$ cat src/rtl/fdiv_iter.sv
// rtl/fdiv_iter.sv - iterative restoring single-precision divider with start/ready/done handshake
// Optional IEEE NaN/infinity handling is compiled in with macro FDIV_NAN_EN.
module fdiv_iter #(
  parameter int RADIX_BITS = 1
) (
  input  logic        clk,
  input  logic        rst,
  input  logic        start,
  input  logic [31:0] x1,
  input  logic [31:0] x2,
  output logic        ready,
  output logic        done,
  output logic [31:0] y
);

  localparam int N_ITER = 26 / RADIX_BITS;
  localparam int CW     = 5;

  generate
    if (RADIX_BITS != 1 && RADIX_BITS != 2) begin : g_bad_radix
      $error("fdiv_iter: RADIX_BITS must be 1 or 2");
    end
  endgenerate

  typedef enum logic [1:0] {
    IDLE  = 2'd0,
    DIV   = 2'd1,
    ROUND = 2'd2
  } state_t;

  state_t state;
  state_t state_n;

  logic          sy;
  logic [7:0]    e1;
  logic [7:0]    e2;
  logic [23:0]   d;
  logic [24:0]   r;
  logic [25:0]   q;
  logic [CW-1:0] cnt;
  logic          zx;
  logic          zd;
`ifdef FDIV_NAN_EN
  logic          n1;
  logic          n2;
  logic          i1;
  logic          i2;
`endif

  logic [24:0]       r_n;
  logic [25:0]       q_n;
  logic signed [9:0] ex_b;
  logic signed [9:0] ex_r;
  logic [22:0]       mant;
  logic              g;
  logic [23:0]       mr_w;
  logic [22:0]       mr;
  logic [31:0]       y_n;

  always_ff @(posedge clk) begin
    if (rst) begin
      state <= IDLE;
    end else begin
      state <= state_n;
    end
  end

  always_comb begin
    state_n = state;
    ready   = 1'b0;
    case (state)
      IDLE: begin
        ready = 1'b1;
        if (start) state_n = DIV;
      end
      DIV:     if (cnt == CW'(N_ITER - 1)) state_n = ROUND;
      ROUND:   state_n = IDLE;
      default: state_n = IDLE;
    endcase
  end

  // Restoring steps; each retired bit enters q at the LSB, first bit ends up at q[25].
  always_comb begin
    r_n = r;
    q_n = q;
    for (int i = 0; i < RADIX_BITS; i++) begin
      if (r_n >= {1'b0, d}) begin
        r_n = r_n - {1'b0, d};
        q_n = {q_n[24:0], 1'b1};
      end else begin
        q_n = {q_n[24:0], 1'b0};
      end
      r_n = r_n << 1;
    end
  end

  always_comb begin
    ex_b = $signed({2'b00, e1}) - $signed({2'b00, e2}) + 10'sd127;
    if (q[25]) begin
      mant = q[24:2];
      g    = q[1];
      ex_r = ex_b;
    end else begin
      mant = q[23:1];
      g    = q[0];
      ex_r = ex_b - 10'sd1;
    end
    mr_w = {1'b0, mant} + {23'b0, g};
    mr   = mr_w[22:0];
    if (mr_w[23]) begin
      mr   = 23'b0;
      ex_r = ex_r + 10'sd1;
    end

    if (zd)                    y_n = {sy, 8'hFF, 23'b0};
    else if (zx)               y_n = {sy, 31'b0};
    else if (ex_r <= 10'sd0)   y_n = {sy, 31'b0};
    else if (ex_r >= 10'sd255) y_n = {sy, 8'hFF, 23'b0};
    else                       y_n = {sy, ex_r[7:0], mr};

`ifdef FDIV_NAN_EN
    if (n1 || n2 || (zx && zd) || (i1 && i2)) y_n = 32'h7FC00000;
    else if (i1)                              y_n = {sy, 8'hFF, 23'b0};
    else if (i2)                              y_n = {sy, 31'b0};
`endif
  end

  always_ff @(posedge clk) begin
    if (rst) begin
      sy   <= 1'b0;
      e1   <= 8'd0;
      e2   <= 8'd0;
      d    <= 24'd0;
      r    <= 25'd0;
      q    <= 26'd0;
      cnt  <= '0;
      zx   <= 1'b0;
      zd   <= 1'b0;
      done <= 1'b0;
      y    <= 32'd0;
`ifdef FDIV_NAN_EN
      n1   <= 1'b0;
      n2   <= 1'b0;
      i1   <= 1'b0;
      i2   <= 1'b0;
`endif
    end else begin
      done <= 1'b0;
      case (state)
        IDLE: begin
          if (start) begin
            sy  <= x1[31] ^ x2[31];
            e1  <= x1[30:23];
            e2  <= x2[30:23];
            d   <= {1'b1, x2[22:0]};
            r   <= {2'b01, x1[22:0]};
            q   <= 26'd0;
            cnt <= '0;
            zx  <= (x1[30:23] == 8'd0);
            zd  <= (x2[30:23] == 8'd0);
`ifdef FDIV_NAN_EN
            n1  <= (x1[30:23] == 8'hFF) && (x1[22:0] != 23'd0);
            n2  <= (x2[30:23] == 8'hFF) && (x2[22:0] != 23'd0);
            i1  <= (x1[30:23] == 8'hFF) && (x1[22:0] == 23'd0);
            i2  <= (x2[30:23] == 8'hFF) && (x2[22:0] == 23'd0);
`endif
          end
        end
        DIV: begin
          r   <= r_n;
          q   <= q_n;
          cnt <= cnt + CW'(1);
        end
        ROUND: begin
          y    <= y_n;
          done <= 1'b1;
        end
        default: ;
      endcase
    end
  end

endmodule

$ cat config.mk
export PLATFORM = sky130hd
export DESIGN_NAME = fdiv_iter
export DESIGN_NICKNAME = d
export VERILOG_FILES = /design/src/rtl/fdiv_iter.sv
export SDC_FILE = /design/constraint.sdc
export NUM_CORES = 1
export LEC_CHECK = 0
export ABC_AREA = 1
export BUFFER_PORTS_ARGS = -buffer_cell sky130_fd_sc_hd__buf_2
export CORE_UTILIZATION = 35
export DETAILED_ROUTE_END_ITERATION = 8
export PLACE_DENSITY_LB_ADDON = 0.15
export SETUP_SLACK_MARGIN = 0.15
export SLEW_MARGIN = 20
export SYNTH_ARGS = -nofsm -noshare
export SYNTH_HDL_FRONTEND = slang
export SYNTH_SLANG_ARGS = --single-unit
$ cat constraint.sdc
create_clock -name clk -period 3.2 [get_ports clk]
set_input_delay 0.16 -clock clk [delete_from_list [all_inputs] [get_ports clk]]
set_output_delay 0.16 -clock clk [all_outputs]
set_load 0.05 [all_outputs]
==> key figures, run 1 <==
Run status
  • Status: finished with violations
  • Failing checks: setup timing

Global route
  • Largest net degree at the start of global routing: 98
  • First-pass GRT wire length: 39.82 mm
  • Grt ovf: 0
  • Vias in the first global route: 8515
  • Antenna violations before repair: 0
  • GRT Total Usage: 18.89%

Clock network
  • Root Buffer: clkbuf_16
  • TritonCTS Buffers: 17
  • Max clock buf depth: 2
  • Worst skew pair latency: 0.43 ns
  • Sink Count: 134
  • CTS H-Tree Depth: 4
  • CTS tree: yes
  • Clock transition at the registers of the reported paths: 0.06 ns

Cells and area
  • Nets: 1543
  • Commonest non-fill, non-tap cell in the layout: nand2_1
  • Register area: 2688 um^2
  • Commonest non-fill, non-tap cells in the layout: nand2_1 (227), inv_1 (144), dfxtp_1 (130)
  • Fin util: 45.42%
  • Area Growth Syn to Fin: 27.33%
  • Fin cells: 1772
  • Fill count: 2545
  • Proportion of layout cells with a drive suffix above 1: 24.03%
  • Multi-input combinational cell area: 5535 um^2
  • ANT cells: 0

Synthesis
  • Post-Synth Adder-Cell Area: 6.104%
  • Syn nets: 1404
  • Yosys reg bits: 134
  • Main combinational cell family by area after synthesis: simple AND/OR/NAND/NOR gates
  • Sequential share of the synthesized area: 31.01%
  • Dominant synthesized flop cell: dfxtp_1
  • Synth warnings: 0
  • Post-synth ARST share: 0%
  • Cell variety after synth: 51
  • Mean post-synth cell area: 6.674 um^2
  • Top post-synthesis cells by area: dfxtp_1 (31%), nand2_1 (11%), o21ai_0 (7.6%)
  • Cell Area, Synth: 8650 um^2
  • Leading area contributor after synthesis: dfxtp_1
  • Multiplexer share of the synthesized area: 0%
  • Post-synthesis compound-gate area fraction: 20.95%
  • Post-synth EDFFs: 0
  • Simple logic cell fraction of the synthesized area: 27.98%
  • Yosys top cell area share: 31.01%
  • Post-Synth XOR/XNOR Area: 3.747%
  • Cells after Synth: 1296

Setup path
  • Critical Path RT: 3.49 ns
  • Max incr delay on CP: 0.54 ns
  • Setup crit end kind: flip-flop
  • CP Class: flip-flop to flip-flop
  • Slowest CP cell: fa_2
  • Crit path launch type: flip-flop
  • Max FO, Critical Path: 6
  • Crit path DAT: 3.54 ns

STA
  • Final setup fails: 17
  • Fin crit share: 101.6%
  • Clk_skew: 0.01009 ns
  • Fin crit period: 3.250 ns
  • Final slew viol count: 0
  • Final worst slack: -0.05008 ns
  • Final Hold Fails: 0
  • Slew HR: 43.00%
  • Max frequency: 307.7 MHz
  • RSZ-0062 raised after global routing: yes
  • Worst-Margin Slew: 0.8550 ns

Die
  • # IOs: 101
  • Die width: 159.2 um
  • Core Region: 24250 um^2
  • Die Height: 159.2 um
  • # rows: 57
  • Die area: 25350 um^2
  • Initial core utilization: 35.67%

Flow run
  • MaxCap Viol Count: 0

Placement
  • Post-Place Cells: 1719
  • IO buf count: 100
  • DP HPWL: 17.03 mm
  • Routability congestion estimate: 0.8412
  • Setup Slack @ Placement: -0.1469 ns

Power and ir drop
  • Cell area power density: 618.9 nW/um^2
  • Static Leak: 0.004707 uW
  • Highest ir drop seen on vdd: 348.7 uV

Detailed routing
  • Post-route ant nets: 0
  • Via count: 8725
  • # DRC: 0
  • Via density per instance: 4.924
  • Initial DRC count: 453
  • Total wire length: 23.56 mm
  • Routed WL per cell: 13.30 um
  • First drt pass iteration count: 5

Worst hold path
  • Hold WC Path Type: input pin to flip-flop
[power by group]
group          switching [uW]  internal (uW)
sequential               55.8           1770
combinational            1780           1120
clock                     785           1290
total                    2630           4190
[metal layers]
layer	vias to the layer above	global-route usage [%]	wire, um
li1	4589	-	-
met1	3974	24.29	11430
met2	131	32.22	11010
met3	31	3.178	747
met4	0	5.769	369
met5	-	0	0
[final timing paths]
path | startpoint | to | slack (ns) | cells past startpoint
max | e1[0] | y[17] | -0.05 | 25
min | x2[9] | d[9] | 0.02 | 3
max reg2reg | e1[0] | y[17] | -0.05 | 25
min reg2reg | sy | y[31] | 0.46 | 2
[stage by stage]
step / hold WS (ns) / setup TNS, ns / instance area, um^2 / total power [uW]
after CTS: 0.001362 / -0.009075 / 10640 / 6610
after detailed placement: 0.4408 / -3.192 / 9717 / 4341
after floorplan: 0.3090 / 0 / 8667 / 3655
final: 0.01538 / -0.4329 / 11010 / 6816
after global routing: 0.02065 / -7.599 / 11010 / 7311
after global placement: 0.4364 / -0.3131 / 9717 / 4336
[final cells by class]
type	instances	share of cell area (%)
Multi-Input combinational cell	945	50.26
Clock inverter	10	1.307
Sequential cell	134	24.40
Tap cell	324	3.681
Inverter	166	5.760
Timing Repair Buffer	171	10.28
Clock buffer	22	4.306
[Yosys cell counts (8+ instances only)]
library cell  instances
a21oi_1             125
clkbuf_1             37
dfxtp_1             134
ha_1                 39
inv_1               154
nand2_1             263
nand2_2              13
nand3_1              65
nand4_1              29
nor2_1              123
nor2_2               11
nor4_1                8
o21ai_0             131
o21ai_1              10
o21ai_2               9
o22ai_1              14
o32ai_1              12
xnor2_1              22
xor2_1               15
[flip-flops by register name, summed over array words and instances (netlist names)]
signal,count
done,1
e2,8
q,26
zd,1
d,24
e1,8
state,2
r,25
zx,1
y,32
cnt,5
sy,1
[critical path, delay by kind of cell, from the launching register on]
family / cells / cell delay [ns]
compound gates: 1 / 0.06
xor+xnor: 1 / 0.14
fa+ha+maj: 3 / 0.84
buf+inv: 8 / 0.73
flops: 1 / 0.31
simple gates: 12 / 1.04
[cell families after synthesis]
| kind of cell | after synthesis |
|---|---|
| DFF | 134 |
| AOI/OAI and AO/OA | 327 |
| buffers and inverters | 217 |
| xor gates and xnor gates | 37 |
| and+or+nand+nor | 540 |
| adders and majority gates | 41 |
[what timing repair did]
item	in CTS	in global routing
resized for setup	54	83
gates cloned	0	1
endpoints found under the hold margin	9	0
hold buffers	9	0
pin swaps	35	50
buffers inserted	5	6
setup endpoints to repair	31	40
Note: power is estimated with default switching activity, not from simulation.
==> run 2: changes to the inputs <==
- RECOVER_POWER: default -> 100
==> key figures, run 2 (synthesis results as in run 1) <==
Global route
  • Vias in the first global route: 8515
  • First-pass GRT wire length: 39.82 mm
  • Largest net degree at the start of global routing: 98
  • GRT Total Usage: 18.89%
  • Antenna violations before repair: 0
  • Grt ovf: 0

STA
  • Max frequency: 307.4 MHz
  • Fin crit period: 3.253 ns
  • Final Hold Fails: 0
  • Fin crit share: 101.7%
  • Final setup fails: 17
  • Clk_skew: 0.01001 ns
  • RSZ-0062 raised after global routing: yes
  • Final slew viol count: 98
  • Worst-Margin Slew: 1.671 ns
  • Hold Slack: 0.01552 ns
  • Slew HR: -11.39%
  • Final worst slack: -0.05310 ns

Power and ir drop
  • Part of the power in registers: 26.9%
  • Cell area power density: 621.2 nW/um^2
  • Highest ir drop seen on vdd: 348.6 uV
  • Int Power: 4177 uW
  • Comb pwr share: 42.6%
  • Static Leak: 0.004543 uW
  • Design Power: 6802 uW
  • Clock power frac: 30.5%
  • Switching power of the nets: 2625 uW
  • Switch share: 38.59%

Cells and area
  • Commonest non-fill, non-tap cells in the layout: nand2_1 (227), inv_1 (144), dfxtp_1 (130)
  • Number of flip-flops in the largest register: 32
  • Fill count: 2559
  • Fin util: 45.16%
  • ANT cells: 0
  • Commonest non-fill, non-tap cell in the layout: nand2_1
  • Nets: 1543
  • Area Growth Syn to Fin: 26.60%
  • Top reg by flops: y
  • Proportion of layout cells with a drive suffix above 1: 21.41%
  • Regs by FF count: y (32), q (26), r (25)

Clock network
  • CTS H-Tree Depth: 4
  • Sink Count: 134
  • Worst skew pair latency: 0.43 ns
  • Clock transition at the registers of the reported paths: 0.06 ns
  • CTS tree: yes
  • Root Buffer: clkbuf_16
  • TritonCTS Buffers: 17
  • Max clock buf depth: 2

Detailed routing
  • Via count: 8705
  • Total wire length: 23.55 mm
  • # DRC: 0
  • Routed WL per cell: 13.29 um
  • First drt pass iteration count: 5
  • Post-route ant nets: 0
  • Initial DRC count: 434
  • Via density per instance: 4.913

Setup path
  • Slowest CP cell: fa_2
  • Crit path launch type: flip-flop
  • Family with the most delay on the worst path: simple AND/OR/NAND/NOR gates
  • Critical Path RT: 3.49 ns
  • Crit path DAT: 3.55 ns
  • Setup crit end kind: flip-flop
  • Max incr delay on CP: 0.54 ns
  • Buffers and inverters on the worst path: 8
  • CP Class: flip-flop to flip-flop
  • Max FO, Critical Path: 6

Placement
  • DP HPWL: 17.03 mm
  • IO buf count: 100
  • Routability congestion estimate: 0.8412
  • Setup Slack @ Placement: -0.1469 ns

Die
  • Die area: 25350 um^2
  • # rows: 57
  • Initial core utilization: 35.67%
  • Core Region: 24250 um^2
  • # IOs: 101
  • Die Height: 159.2 um
  • Die width: 159.2 um

Flow run
  • MaxCap Viol Count: 1

Run status
  • Failing checks: capacitance limit, slew limit, setup timing
  • Status: finished with violations

Worst hold path
  • Hold WC Path Type: input pin to flip-flop
==> run 2: cell types whose count changed in the layout (fill, tap and decap cells not counted), sizes merged <==
| cell | delta |
|---|---|
| buf | -40 |
| clkbuf | +40 |
==> run 2: layer usage <==
layer | global-route usage, % | share of wire (%) | vias to the layer above
li1 | - | - | 4591
met1 | 24.29 | 48 | 3952
met2 | 32.22 | 47 | 131
met3 | 3.178 | 3.2 | 31
met4 | 5.769 | 1.6 | 0
met5 | 0 | 0 | -
==> run 2: area by class of cell <==
class	instances	area [um^2]	share of cell area (%)
flip-flops and latches	134	2688	24.54
clock inverters	10	143.9	1.314
repair buffers	171	1070	9.769
inverters	166	634.4	5.793
clock buffers	22	474.2	4.330
multi-input cells	945	5535	50.55
well taps	324	405.4	3.702
==> run 2: what timing repair did <==
action / CTS / global route
gates cloned: 0 / 1
hold buffers: 9 / 0
pin swaps: 35 / 50
endpoints found under the setup margin: 31 / 40
gates resized for setup: 54 / 83
buffers inserted: 5 / 6
hold endpoints to repair: 9 / 0
==> run 2: power groups by stage <==
stage                     Combinational [uW]  Sequential (uW)  Clock, uW
after floorplan                         1810             1850          0
after global placement                  2470             1860          0
after detailed placement                2480             1860          0
after CTS                               2660             1830       2120
after global routing                    3270             1840       2190
final                                   2900             1830       2080
==> run 2: worst register-to-register path: cells and delay by family (launching register included) <==
| kind | cells | cell delay (ns) |
|---|---|---|
| AND/OR/NAND/NOR | 12 | 1.04 |
| adder cells (fa/ha/maj) | 3 | 0.84 |
| buffers and inverters | 8 | 0.74 |
| flip-flops | 1 | 0.31 |
| XOR/XNOR | 1 | 0.14 |
| AO/OA/AOI/OAI | 1 | 0.06 |
==> run 2: final timing paths <==
path	start	to	slack, ns	depth (start not counted)
max	e1[0]	y[17]	-0.05	25
max reg2reg	e1[0]	y[17]	-0.05	25
min	x2[9]	d[9]	0.02	3
min reg2reg	sy	y[31]	0.46	2
==> run 2: metrics by stage <==
stage	instance area [um^2]	TNS, ns	instances
CTS	10640	-0.009075	1765
global placement	9717	-0.3131	1719
floorplan	8667	0	1296
global route	10950	-7.605	1772
finish	10950	-0.4840	1772
detailed placement	9717	-3.192	1719
